## src/rtl/bus_decoder.sv

```systemverilog
// Address decoder and single-outstanding read-response router for N_DEV slave devices.
// Define BUS_DECODER_FAULT_EN to build the sticky unmapped-access fault capture.
module bus_decoder #(
    parameter int unsigned N_DEV = 4,
    parameter int unsigned DATA_W = 32,
    parameter logic [N_DEV*32-1:0] DEV_BASE = {N_DEV{32'h0}},
    parameter logic [N_DEV*32-1:0] DEV_MASK = {N_DEV{32'hF000_0000}},
    parameter logic [N_DEV*3-1:0] DEV_LAT = {N_DEV{3'd1}},
    localparam int unsigned NB = DATA_W / 8
) (
    input  logic                    clk_i,
    input  logic                    reset_n_i,
    input  logic                    req_i,
    input  logic [31:0]             addr_i,
    input  logic [DATA_W-1:0]       write_data_i,
    input  logic [NB-1:0]           write_mask_i,
    output logic                    busy_o,
    output logic                    rsp_valid_o,
    output logic [DATA_W-1:0]       read_data_o,
    output logic [N_DEV-1:0]        dev_sel_o,
    output logic [DATA_W-1:0]       dev_write_data_o,
    output logic [N_DEV*NB-1:0]     dev_write_mask_o,
    input  logic [N_DEV*DATA_W-1:0] dev_read_data_i,
    input  logic                    fault_clr_i,
    output logic                    fault_o,
    output logic [31:0]             fault_addr_o,
    output logic [7:0]              fault_count_o
);

    localparam int unsigned IdxW = (N_DEV > 1) ? $clog2(N_DEV) : 1;

    typedef enum logic {StIdle, StWait} state_e;

    state_e          state_q, state_d;
    logic [2:0]      cnt_q, cnt_d;
    logic [IdxW-1:0] idx_q, idx_d;
    logic            rsp_q, rsp_d;
    logic            unm_q, unm_d;

    logic            hit;
    logic [IdxW-1:0] hit_idx;
    logic [2:0]      hit_lat;
    logic            accept;
    logic            is_read;

    // Scan downwards so the lowest matching index is the one left standing.
    always_comb begin
        hit     = 1'b0;
        hit_idx = '0;
        for (int d = N_DEV - 1; d >= 0; d--) begin
            if ((addr_i & DEV_MASK[d*32 +: 32]) == DEV_BASE[d*32 +: 32]) begin
                hit     = 1'b1;
                hit_idx = IdxW'(d);
            end
        end
    end

    always_comb begin
        dev_sel_o = '0;
        for (int unsigned d = 0; d < N_DEV; d++) begin
            dev_sel_o[d] = hit && (hit_idx == IdxW'(d));
        end
    end

    assign hit_lat = DEV_LAT[int'(hit_idx)*3 +: 3];
    assign busy_o  = (state_q == StWait);
    assign accept  = req_i && !busy_o;
    assign is_read = (write_mask_i == '0);

    assign dev_write_data_o = write_data_i;

    always_comb begin
        dev_write_mask_o = '0;
        for (int unsigned d = 0; d < N_DEV; d++) begin
            if (reset_n_i && accept && !is_read && dev_sel_o[d]) begin
                dev_write_mask_o[d*NB +: NB] = write_mask_i;
            end
        end
    end

    always_comb begin
        state_d = state_q;
        cnt_d   = cnt_q;
        idx_d   = idx_q;
        unm_d   = unm_q;
        rsp_d   = 1'b0;
        unique case (state_q)
            StIdle: begin
                if (accept && is_read) begin
                    idx_d = hit_idx;
                    unm_d = !hit;
                    // Unmapped reads and single-cycle devices answer without waiting.
                    if (!hit || hit_lat <= 3'd1) begin
                        rsp_d = 1'b1;
                    end else begin
                        state_d = StWait;
                        cnt_d   = hit_lat - 3'd1;
                    end
                end
            end
            StWait: begin
                cnt_d = cnt_q - 3'd1;
                if (cnt_q == 3'd1) begin
                    rsp_d   = 1'b1;
                    state_d = StIdle;
                end
            end
            default: state_d = StIdle;
        endcase
    end

    always_ff @(posedge clk_i) begin
        if (!reset_n_i) begin
            state_q <= StIdle;
            cnt_q   <= '0;
            idx_q   <= '0;
            rsp_q   <= 1'b0;
            unm_q   <= 1'b0;
        end else begin
            state_q <= state_d;
            cnt_q   <= cnt_d;
            idx_q   <= idx_d;
            rsp_q   <= rsp_d;
            unm_q   <= unm_d;
        end
    end

    assign rsp_valid_o = rsp_q;

    always_comb begin
        read_data_o = '0;
        if (rsp_q && !unm_q) begin
            read_data_o = dev_read_data_i[int'(idx_q)*DATA_W +: DATA_W];
        end
    end

`ifdef BUS_DECODER_FAULT_EN
    logic        fault_q;
    logic [31:0] fault_addr_q;
    logic [7:0]  fault_cnt_q;
    logic        unm_acc;

    assign unm_acc = accept && !hit;

    // Clear has priority over a fault arriving in the same cycle.
    always_ff @(posedge clk_i) begin
        if (!reset_n_i || fault_clr_i) begin
            fault_q      <= 1'b0;
            fault_addr_q <= '0;
            fault_cnt_q  <= '0;
        end else if (unm_acc) begin
            if (fault_cnt_q != 8'hFF) begin
                fault_cnt_q <= fault_cnt_q + 8'd1;
            end
            if (!fault_q) begin
                fault_q      <= 1'b1;
                fault_addr_q <= addr_i;
            end
        end
    end

    assign fault_o       = fault_q;
    assign fault_addr_o  = fault_addr_q;
    assign fault_count_o = fault_cnt_q;
`else
    logic unused_fault_clr;

    assign unused_fault_clr = fault_clr_i;
    assign fault_o          = 1'b0;
    assign fault_addr_o     = '0;
    assign fault_count_o    = '0;
`endif

endmodule

```

## config.mk

```make
export PLATFORM = sky130hd
export DESIGN_NAME = bus_decoder
export DESIGN_NICKNAME = d
export VERILOG_FILES = /design/src/rtl/bus_decoder.sv
export SDC_FILE = /design/constraint.sdc
export NUM_CORES = 1
export LEC_CHECK = 0
export BUFFER_PORTS_ARGS = -buffer_cell sky130_fd_sc_hd__buf_2
export CORE_AREA = 2 2 126 128
export DETAILED_ROUTE_END_ITERATION = 12
export DIE_AREA = 0 0 128 130
export HOLD_SLACK_MARGIN = 0.03
export MAX_ROUTING_LAYER = met4
export PLACE_DENSITY_LB_ADDON = 0.12
export SLEW_MARGIN = 10
export SYNTH_ARGS = -nofsm -noshare
export SYNTH_HDL_FRONTEND = slang
export SYNTH_SLANG_ARGS = --single-unit
```

## constraint.sdc

```tcl
create_clock -name clk_i -period 1 [get_ports clk_i]
set_input_delay 0.05 -clock clk_i [delete_from_list [all_inputs] [get_ports clk_i]]
set_output_delay 0.05 -clock clk_i [all_outputs]
set_load 0.01 [all_outputs]
```

==> metrics.log <==
[metrics] Levels on crit path: 5
[metrics] compound-cell area share of the yosys netlist: 2.57%
[metrics] number of detailed-routing iterations run before antenna repair: 4
[metrics] run status: complete, but fails checks
[metrics] slack of the critical path: -0.288 ns
[metrics] vias after detailed routing: approximately 1000
[metrics] mean number of vias per cell: 2.40
[metrics] most frequent cells in the layout: buf_2, conb_1, and2_1
[metrics] Pleak: ~0.00094 µW
[metrics] wire length of the first global-routing pass: just over 5000 µm
[metrics] area of the core region: 15400 µm²
[metrics] slowest CP cell: dfxtp_2
[metrics] number of max-slew violations in the final report: 0
[metrics] global routing usage on met3: 0.697%
[metrics] largest net degree at the start of global routing: 14
[metrics] Yosys top cell by area: buf_4
[metrics] total area of sequential cells: 124 µm²
[metrics] effective utilization at floorplan: 7.88%
[metrics] leading post-synthesis cells by cell area: buf_4, and2_1, dfxtp_1
[metrics] synthesized cell area: ~1200 µm²
[metrics] VDD IR-drop max: 0.000299 V
[metrics] global routing met1 resource utilization: 5.10%
[metrics] combined buffer and inverter count along the critical path: 3
[metrics] average wire length per cell after detail routing: 9.30 µm
[metrics] max-capacitance violation count: 0
[metrics] Post-Synth XOR/XNOR Area: 1.44%
[metrics] count of hold-fix buffers inserted at cts: 0
[metrics] count of cell types in the netlist: 20
[metrics] sequential-to-total area share from yosys stat: 9.89%
[metrics] area used by multi-input combinational logic: 664 µm²
[metrics] maximum single-stage delay on the critical path: 0.33 ns
[metrics] syn_area_per_cell: 7.55 µm²
[metrics] routing usage on met2: approximately 7.6%
[metrics] largest fanout on the critical path: 9
[metrics] die area: 16600 µm²
[metrics] Setup-failing EPs final: 36
[metrics] data required time of the critical path: 0.95 ns
[metrics] number of buffers created by CTS: 3
[metrics] maximum operating frequency: 776 MHz
[metrics] final worst-path cycle share: 129%
[metrics] layout cells sized above 1: roughly 55%
[metrics] total length of routed wires: 3860 µm
[metrics] type of element capturing the critical path: output pin
[metrics] post-route clock skew: 0.00212 ns
[metrics] number of diodes added for antenna fixing: 0
[metrics] type of element launching the critical path: flop
[metrics] source of the critical timing path: rsp_valid_o
[metrics] # DRC: 0
[metrics] number of design-rule violations left by the first detailed-router iteration: 12
[metrics] CTS clk-pin slew, worst paths: 0.03 ns
[metrics] Arrival @ worst endpoint: 1.24 ns
[metrics] count of cells along the worst register-to-register path: 4
[metrics] final design utilization: between 10% and 20%
[metrics] fraction of the mapped netlist area in simple logic gates: around a quarter
[metrics] clock sink count: 6
[metrics] TritonCTS clock tree: yes
[metrics] endpoint of the worst-slack reg-to-reg timing path: unm_q
[metrics] number of I/O port buffers: 81
[metrics] post-synthesis adder-cell area fraction: approximately 2.1%
[metrics] post-synthesis instance total: 161
[metrics] minimum clock period after layout: 1.29 ns
[metrics] worst-path cell chain: nor2b_4 -> buf_8 -> clkbuf_16 -> and2_1 -> buf_2
[metrics] commonest non-fill, non-tap cell in the layout: buf_2
[metrics] antenna violations before repair: 1
[metrics] die height: 130 µm
[metrics] placed wire-length estimate: 3360 µm
[metrics] violated checks: negative setup slack
[metrics] total routing usage reported by global routing: 4.46%
[metrics] flip-flop and latch count after synthesis: 6
[metrics] total number of placement rows: 46
[metrics] class of the worst hold path: in2reg
[metrics] clock root buffer: clkbuf_16
[metrics] PwrDens: about 660 nW/µm²
[metrics] nets@finish: between 400 and 500
[metrics] number of global-route vias before repair: between 800 and 900
[metrics] post-route non-filler standard cell count: 415
[metrics] cell type group with the largest total delay on the critical path: buffers and inverters
[metrics] GR peak layer: met2
[metrics] type of the worst setup path: reg2out
[metrics] setup slack after placement: -0.130 ns
[metrics] number of warnings reported in the yosys synthesis log: 0
[metrics] worst-skew pair later-pin latency: 0.23 ns
[metrics] Layout area overhead: 44.2%
[metrics] timing endpoint of the critical path: read_data_o[25]
[metrics] H-tree depth: 1
[metrics] largest buffer count on any clock path: 2
[metrics] width of the chip: 128 µm
[metrics] multiplexer share of the synthesized area: 0%
[metrics] cell count after placement: 404
[metrics] Fin. Hold Viols: 0
[metrics] Reg2Reg Launch Point: busy_o
[metrics] # fillers: roughly 1800
[metrics] fraction of synthesized cell area taken by the top area cell type: a little over half
[metrics] routability congestion estimate from global placement: approximately 0.64
[metrics] RSZ-0062 raised after global routing: true
[metrics] dominant combinational cell family by area after synthesis: buffers and inverters
[metrics] remaining antenna violation count: 0
[metrics] number of ports placed on the die boundary: 327
[metrics] slack of the worst reg-to-reg path: 0.04 ns
[metrics] total global routing overflow: 0
area by class of cell:
cell class / count / area share (%)
clock buffer: 3 / 4.29
inverter: 4 / 0.857
multi-input combinational: 113 / 37.9
sequential: 6 / 7.07
tap: 192 / 13.7
timing repair buffer: 97 / 36.1
state kept, by name, summed over array words and instances (netlist names):
| signal | cells |
|---|---|
| cnt_q | 3 |
| busy_o | 1 |
| rsp_valid_o | 1 |
| unm_q | 1 |
kinds of logic (layout without fill, tap and decap cells):
logic type,after synthesis,count (layout)
buffers and inverters,97,104
AND/OR/NAND/NOR,48,48
flip-flops,6,6
AO/OA/AOI/OAI,5,5
adder cells (fa/ha/maj),2,2
XOR/XNOR,2,2
other,1,56
repair_timing:
item                                    in CTS  in global routing
endpoints found under the hold margin        0                  0
buffers inserted                             3                  3
gates resized for setup                     21                 11
endpoints found under the setup margin      37                 39
gates cloned                                 1                  1
pin swaps                                    6                  1
metrics by stage:
stage	area [µm²]	hold slack [ns]	TNS [ns]	total power, µW
detailed placement	1470	0.100	-3.03	497
finish	1750	0.0857	-8.78	1160
global route	1750	0.100	-11.05	1220
CTS	1660	0.0915	-8.96	1170
floorplan	1450	0.173	-1.21	663
global placement	1470	0.100	-3.56	498
layer usage:
layer	wire length, µm	share of wire [%]	up-vias
met5	0	0	-
met4	80	2.1	0
met3	404	10	14
met2	1800	47	111
met1	1570	41	401
li1	-	-	468
worst min path at each step:
stage	from	end	slack (ns)	depth (start not counted)
after floorplan	reset_n_i	busy_o	0.17	2
after global routing	write_data_i[11]	dev_write_data_o[11]	0.10	0
after CTS	reset_n_i	busy_o	0.09	3
after global placement	write_data_i[20]	dev_write_data_o[20]	0.10	0
after detailed placement	write_data_i[20]	dev_write_data_o[20]	0.10	0
final	reset_n_i	busy_o	0.09	3
cell usage after synthesis:
master / instances
ha_1: 2
nand2_1: 3
dfxtp_1: 6
a21oi_1: 3
clkbuf_2: 1
nand3_1: 1
conb_1: 1
xnor2_1: 2
and2_1: 35
clkbuf_1: 3
nor2b_1: 1
nor2b_2: 1
buf_4: 89
and2_2: 1
a211oi_1: 1
a311oi_1: 1
nor2_1: 3
nor4_4: 2
and3_1: 1
inv_1: 4
worst reg2reg max path: stages (launching register included):
cell and delay [ns]:
dfxtp_2 0.34, nor2b_4 0.04, buf_4 0.13, buf_4 0.13, a311oi_2 0.23
power by group:
group	switching (µW)	internal, µW
clock network	142	514
registers	1.31	242
logic	168	96.1
(Power assumes the default switching activity.)
